$ cat config.mk
export PLATFORM = sky130hd
export DESIGN_NAME = axi4lite_slave_regs
export DESIGN_NICKNAME = d
export VERILOG_FILES = /design/src/rtl/axi4lite_slave_regs.sv
export SDC_FILE = /design/constraint.sdc
export NUM_CORES = 1
export LEC_CHECK = 0
export CORE_MARGIN = 1
export CORE_UTILIZATION = 48
export CTS_CLUSTER_SIZE = 25
export DETAILED_ROUTE_END_ITERATION = 12
export PLACE_DENSITY = 0.87
export SYNTH_ARGS = -nofsm -noshare
export SYNTH_HDL_FRONTEND = slang
export SYNTH_SLANG_ARGS = --single-unit
export TNS_END_PERCENT = 50
$ cat constraint.sdc
create_clock -name s_axi_aclk -period 4.1 [get_ports s_axi_aclk]
set_input_delay 0.82 -clock s_axi_aclk [delete_from_list [all_inputs] [get_ports s_axi_aclk]]
set_output_delay 0.82 -clock s_axi_aclk [all_outputs]
set_load 0.05 [all_outputs]
$ cat src/rtl/axi4lite_slave_regs.sv
// AXI4-Lite responder holding a 2**ADDR_W x DATA_W register file, exported flat on reg_out.
// Optional build macro AXIL_SLV_RO_STATUS_EN turns the top register into a read-only write counter.
module axi4lite_slave_regs #(
  parameter int                DATA_W    = 8,
  parameter int                ADDR_W    = 2,
  parameter logic [DATA_W-1:0] RESET_VAL = '0
) (
  input  logic                          s_axi_aclk,
  input  logic                          s_axi_aresetn,
  input  logic [ADDR_W-1:0]             s_axi_awaddr,
  input  logic                          s_axi_awvalid,
  output logic                          s_axi_awready,
  input  logic [DATA_W-1:0]             s_axi_wdata,
  input  logic [DATA_W/8-1:0]           s_axi_wstrb,
  input  logic                          s_axi_wvalid,
  output logic                          s_axi_wready,
  output logic [1:0]                    s_axi_bresp,
  output logic                          s_axi_bvalid,
  input  logic                          s_axi_bready,
  input  logic [ADDR_W-1:0]             s_axi_araddr,
  input  logic                          s_axi_arvalid,
  output logic                          s_axi_arready,
  output logic [DATA_W-1:0]             s_axi_rdata,
  output logic [1:0]                    s_axi_rresp,
  output logic                          s_axi_rvalid,
  input  logic                          s_axi_rready,
  output logic [(2**ADDR_W)*DATA_W-1:0] reg_out,
  output logic                          wr_pulse
);

  localparam int NREG  = 2**ADDR_W;
  localparam int NSTRB = DATA_W/8;

  typedef enum logic {W_IDLE, W_RESP} wstate_t;
  typedef enum logic {R_IDLE, R_DATA} rstate_t;

  wstate_t           w_state;
  rstate_t           r_state;
  logic              aw_hold;
  logic              w_hold;
  logic [ADDR_W-1:0] aw_addr_q;
  logic [DATA_W-1:0] w_data_q;
  logic [NSTRB-1:0]  w_strb_q;
  logic [DATA_W-1:0] regs [NREG];

  logic              aw_hs, w_hs, b_hs, ar_hs, r_hs;
  logic              have_aw, have_w, commit, ro_hit, wr_en;
  logic [ADDR_W-1:0] wr_addr;
  logic [DATA_W-1:0] wr_data;
  logic [NSTRB-1:0]  wr_strb;

  assign aw_hs   = s_axi_awvalid & s_axi_awready;
  assign w_hs    = s_axi_wvalid & s_axi_wready;
  assign b_hs    = s_axi_bvalid & s_axi_bready;
  assign ar_hs   = s_axi_arvalid & s_axi_arready;
  assign r_hs    = s_axi_rvalid & s_axi_rready;
  assign have_aw = aw_hold | aw_hs;
  assign have_w  = w_hold | w_hs;
  assign commit  = (w_state == W_IDLE) & have_aw & have_w;

  // Bypass the hold registers when the handshake lands on the commit edge itself.
  assign wr_addr = aw_hs ? s_axi_awaddr : aw_addr_q;
  assign wr_data = w_hs ? s_axi_wdata : w_data_q;
  assign wr_strb = w_hs ? s_axi_wstrb : w_strb_q;

`ifdef AXIL_SLV_RO_STATUS_EN
  assign ro_hit = (wr_addr == ADDR_W'(NREG-1));
`else
  assign ro_hit = 1'b0;
`endif

  assign wr_en = commit & ~ro_hit & (|wr_strb);

  always_ff @(posedge s_axi_aclk or negedge s_axi_aresetn) begin
    if (!s_axi_aresetn) begin
      w_state       <= W_IDLE;
      aw_hold       <= 1'b0;
      w_hold        <= 1'b0;
      aw_addr_q     <= '0;
      w_data_q      <= '0;
      w_strb_q      <= '0;
      s_axi_awready <= 1'b0;
      s_axi_wready  <= 1'b0;
      s_axi_bvalid  <= 1'b0;
      s_axi_bresp   <= 2'b00;
      wr_pulse      <= 1'b0;
    end else begin
      wr_pulse <= wr_en;
      case (w_state)
        W_IDLE: begin
          if (aw_hs) begin
            aw_hold   <= 1'b1;
            aw_addr_q <= s_axi_awaddr;
          end
          if (w_hs) begin
            w_hold   <= 1'b1;
            w_data_q <= s_axi_wdata;
            w_strb_q <= s_axi_wstrb;
          end
          if (commit) begin
            w_state       <= W_RESP;
            s_axi_bvalid  <= 1'b1;
            s_axi_bresp   <= ro_hit ? 2'b10 : 2'b00;
            s_axi_awready <= 1'b0;
            s_axi_wready  <= 1'b0;
          end else begin
            s_axi_awready <= ~have_aw;
            s_axi_wready  <= ~have_w;
          end
        end
        W_RESP: begin
          if (b_hs) begin
            w_state       <= W_IDLE;
            s_axi_bvalid  <= 1'b0;
            aw_hold       <= 1'b0;
            w_hold        <= 1'b0;
            s_axi_awready <= 1'b1;
            s_axi_wready  <= 1'b1;
          end
        end
        default: w_state <= W_IDLE;
      endcase
    end
  end

  always_ff @(posedge s_axi_aclk or negedge s_axi_aresetn) begin
    if (!s_axi_aresetn) begin
      for (int i = 0; i < NREG; i++) regs[i] <= RESET_VAL;
`ifdef AXIL_SLV_RO_STATUS_EN
      regs[NREG-1] <= '0;
`endif
    end else begin
      for (int i = 0; i < NREG; i++) begin
        for (int b = 0; b < NSTRB; b++) begin
          if (wr_en && (wr_addr == ADDR_W'(i)) && wr_strb[b])
            regs[i][b*8 +: 8] <= wr_data[b*8 +: 8];
        end
      end
`ifdef AXIL_SLV_RO_STATUS_EN
      // Status counter tallies every completed write aimed at the writable registers.
      if (commit && !ro_hit) regs[NREG-1] <= regs[NREG-1] + DATA_W'(1);
`endif
    end
  end

  always_ff @(posedge s_axi_aclk or negedge s_axi_aresetn) begin
    if (!s_axi_aresetn) begin
      r_state       <= R_IDLE;
      s_axi_arready <= 1'b0;
      s_axi_rvalid  <= 1'b0;
      s_axi_rdata   <= '0;
      s_axi_rresp   <= 2'b00;
    end else begin
      case (r_state)
        R_IDLE: begin
          if (ar_hs) begin
            r_state       <= R_DATA;
            s_axi_rdata   <= regs[s_axi_araddr];
            s_axi_rresp   <= 2'b00;
            s_axi_rvalid  <= 1'b1;
            s_axi_arready <= 1'b0;
          end else begin
            s_axi_arready <= 1'b1;
          end
        end
        R_DATA: begin
          if (r_hs) begin
            r_state       <= R_IDLE;
            s_axi_rvalid  <= 1'b0;
            s_axi_arready <= 1'b1;
          end
        end
        default: r_state <= R_IDLE;
      endcase
    end
  end

  for (genvar g = 0; g < NREG; g++) begin : g_reg_out
    assign reg_out[g*DATA_W +: DATA_W] = regs[g];
  end

endmodule

# After elaboration in Yosys (flattened, before gate mapping)
# Index checks and enable logic that the tools add are counted.
# totals
reg_bits,61
latchBits,0
ramBits,0
romBits,0
inputBits,20
wordCells,87
n_memories,0
# classes
addsub,0
n_mul,0
div,0
order_cmp,1
n_eq_ne,9
shift,0
mux,30
bitwise_logic,15
reduce_logical,14
# op_table
cell,count
2-to-1 mux 8 bit,3
case mux 1 bit (2 select lines),9
binary-select mux 8 bit (select 2 bit),1
2-to-1 mux 1 bit,16
AND reduction 2 bit,5
bitwise AND 1 bit,8
logical AND 1 bit,8
"!= test 2 bit, second input constant",4
"== test 2 bit, second input constant",2
"!= test 2 x 1 -> 1 bit, second input constant",2
NOT 1 bit,4
">= comparator 3 bit, second input constant",1
NOT 2 -> 3 bit,1
"== test 2 x 1 -> 1 bit, second input constant",1
zero test 2 bit,1
2-to-1 mux 2 bit,1
OR 1 bit,2

# Logic depth before layout (Yosys ltp)
# logic_depth
word_depth,7
mapped_depth,5
ltp_nobuf,4

# Least setup slack after synthesis
# No wires, ideal clock.
# synth_path
path_type,input to register
from,input port s_axi_wstrb
to,register regs (netlist bit reg_out[24])
setup_time_ns,0.125
t_arrival_ns,1.838
required_ns,3.975
path_slack_ns,2.137
stages,5
path_cell_list,and3_2 > a31o_4 > and4_1 > buf_6 > mux2_4
# synth_via
elab_chain_cells,4
# synth_lines
item,line,source
"start, declared",14,"input logic [DATA_W/8-1:0] s_axi_wstrb,"
2-to-1 mux 1 bit *,n/a,
bitwise AND 1 bit,72,assign wr_en = commit & ~ro_hit & (|wr_strb);
logical AND 1 bit,135,if (wr_en && (wr_addr == ADDR_W'(i)) && wr_strb[b])
logical AND 1 bit *,135,
"end signal, assigned by index",136,regs[i][b*8 +: 8] <= wr_data[b*8 +: 8];
"end, declared",44,logic [DATA_W-1:0] regs [NREG];
# Mark *: on every way between the ends. The rest lies on a longest branch, timed or not.
# A chain may end at the register's enable or synchronous reset.

# Worst setup path in the final report
# layout_path
from,input port s_axi_awvalid
to,register regs (netlist bit reg_out[29])
# layout_via
elab_chain_cells,7
# layout_lines
item,line,source
"start, declared",11,"input logic s_axi_awvalid,"
bitwise AND 1 bit *,52,assign aw_hs = s_axi_awvalid & s_axi_awready;
OR 1 bit,57,assign have_aw = aw_hold | aw_hs;
bitwise AND 1 bit (2 in a row),59,assign commit = (w_state == W_IDLE) & have_aw & have_w;
bitwise AND 1 bit,72,
logical AND 1 bit * (2 in a row),135,
# Marks and branches as above.

==> flow_summary.json <==
{
  "worstReg2RegEnd": "reg_out[29]$_DFFE_PN0P_",
  "cts_hold_buf": 0,
  "grt_pass1_vias": 1800,
  "seq_area_frac_synth_pct": 56.0,
  "min_from": "aw_hold$_DFFE_PN0P_",
  "grt_usage_pct": 20.9,
  "clockBufferDepth": 2,
  "reg2regPathDepth": 3,
  "ioPinCount": 70,
  "crit_type": "input pin to flop",
  "synth_top_family_by_area": "multiplexers",
  "ant_nets": 0,
  "max_freq_ghz": 0.403,
  "remaining_drc_errors": 2,
  "startpoint_type": "input pin",
  "grt_pass1_wl_um": 9170,
  "hold_depth": 1,
  "synthTopCellsByArea": "dfrtp_1, mux2_2, mux4_2, mux2_4, nand2_1",
  "synth-compound-area-share_pct": 3.67,
  "place_congestion": 0.728,
  "worstReg2RegStart": "w_state$_DFF_PN0_",
  "synth_top_area_cell": "dfrtp_1",
  "synth_xor_area_share_pct": 0,
  "synthesis.area_um2": 2730,
  "yosys.area.top_type_share_pct": 56.0,
  "crit_path_max_incr_delay_ps": 600,
  "min_to": "aw_hold$_DFFE_PN0P_",
  "core_um2": 5470,
  "instances_no_fill": 325,
  "grt_overflow": 0,
  "place_inst": 311,
  "cpLargestDelayFamily": "simple AND/OR/NAND/NOR gates",
  "cts_tree": "done",
  "dieHeight_um": 77.3,
  "n_fill_cell": 412,
  "yosys_warnings": 0,
  "violations": "DRC",
  "maxSlewViolCount": 0,
  "grt_max_degree": 38,
  "hold_viol_final": 0,
  "syn_inst": 180,
  "mostFrequentLayoutCells": "clkdlybuf4s50_1, dfrtp_1, mux2_2",
  "maxCapViolCount": 0,
  "cp.required_ps": 4320,
  "final_common_cell": "clkdlybuf4s50_1",
  "insertedDiodeCount": 0,
  "die_w_um": 77.3,
  "ys_types": 28,
  "multi_input_area_um2": 1140,
  "place_hpwl_um": 4060,
  "avgViaCountPerCell": 5.40,
  "drt-initial-drc-count": 75,
  "layout.nets": 270,
  "start_util_pct": 49.8,
  "cts.clk_slew.worst_paths_ps": 60,
  "clkLatencyLatePin_ps": 330,
  "cts_sinks": 61,
  "synthSimpleGateAreaFrac_pct": 5.69,
  "grt_antenna_before_repair": 0,
  "crit_chain": "clkdlybuf4s50_1 > a21oi_1 > nor2_2 > and4_1 > mux2_4",
  "critPathArrivalTime_ps": 2700,
  "wl_um": 5680,
  "drive_above_1_share_pct": 35.2,
  "crit_slowest_cell": "and4_1",
  "cts-htree-levels": 3,
  "hold_class": "flop to flop",
  "skew_ps": 7.00,
  "end_kind": "flop",
  "tns_ps": 0,
  "synth_adder_area_share_pct": 0,
  "wl_per_cell_um": 17.5,
  "ys_seq_elements": 61,
  "regArea_um2": 1530,
  "r2r_slack_ps": 2000,
  "cts_buffers": 9,
  "final_util_pct": 65.8,
  "period_share_pct": 60.5,
  "cts_setup_buffers": 0,
  "setup_violations": 0,
  "rows": 27,
  "cp_max_fo": 8,
  "clock-root-buffer": "clkbuf_8",
  "period_minus_slack_ps": 2480,
  "dieArea_um2": 5980,
  "ctsResizeCount": 0,
  "syn2layout_area_growth_pct": 32.0,
  "drt-pass1-iter-count": 8,
  "crit_buf_inv": 1,
  "status": "finished with violations",
  "synth.area.mux_share_pct": 32.1,
  "io_buffers": 65,
  "vias": 1754,
  "worstMarginPinSlew_ps": 806,
  "max_slew_margin_pct": 46.3,
  "syn_area_per_cell_um2": 15.1,
  "rsz0062_at_grt": "no"
}
[worst max path at each step]
stage | cells past startpoint | to | slack (ps) | startpoint
floorplan | 5 | reg_out[24]$_DFFE_PN0P_ | 2140 | s_axi_wstrb
global placement | 5 | reg_out[25]$_DFFE_PN0P_ | 1380 | s_axi_awvalid
detailed placement | 5 | reg_out[29]$_DFFE_PN0P_ | 1270 | s_axi_awvalid
CTS | 5 | reg_out[29]$_DFFE_PN0P_ | 1630 | s_axi_awvalid
global route | 5 | reg_out[29]$_DFFE_PN0P_ | 1550 | s_axi_awvalid
finish | 5 | reg_out[29]$_DFFE_PN0P_ | 1620 | s_axi_awvalid
[kinds of logic after synthesis]
group,count (synthesis)
compound gates,14
buf+inv,11
flops,61
mux,67
other cells,1
simple gates,26
[per-layer routing]
layer	share of wire [%]	global-route usage, %	vias to the layer above
li1	-	-	795
met3	4.8	6.94	6
met5	0	0	-
met1	44	27.8	891
met2	50	32.1	62
met4	1.1	7.17	0
[metrics by stage]
step	worst slack (ps)	area, um2	hold WS [ps]
floorplan	2140	2740	451
global placement	1380	3420	468
detailed placement	1270	3420	483
CTS	1630	3600	498
global route	1550	3600	515
finish	1620	3600	491
[registers in the layout, indices dropped and copies added, names as in the netlist, 2 cells and up]
| name | flops |
|---|---|
| reg_out | 32 |
| s_axi_rdata | 8 |
| w_data_q | 8 |
| aw_addr_q | 2 |
[final cells by class]
| cell class | count | share of cell area, % |
|---|---|---|
| flip-flops and latches | 61 | 42.4 |
| multi-input cells | 111 | 31.8 |
| repair buffers | 66 | 18.2 |
| clock buffers | 12 | 4.03 |
| well taps | 72 | 2.50 |
| clock inverters | 2 | 0.974 |
| inverters | 1 | 0.104 |
[synth_stat cells (all sizes together)]
master and n:
and2 1, nor2 6, and4 1, o22a 1, mux4 8, nand4 3
dfrtp 61, clkbuf 3, inv 1, o22ai 1, a21o 3, a21oi 6
nand2 11, a31o 1, and3 3, o31ai 1, a21boi 1, buf 7
conb 1, mux2 59, nand3b 1
Power is not shown: default switching activity piles up to over one toggle a cycle in this logic, so the estimate is an artifact.
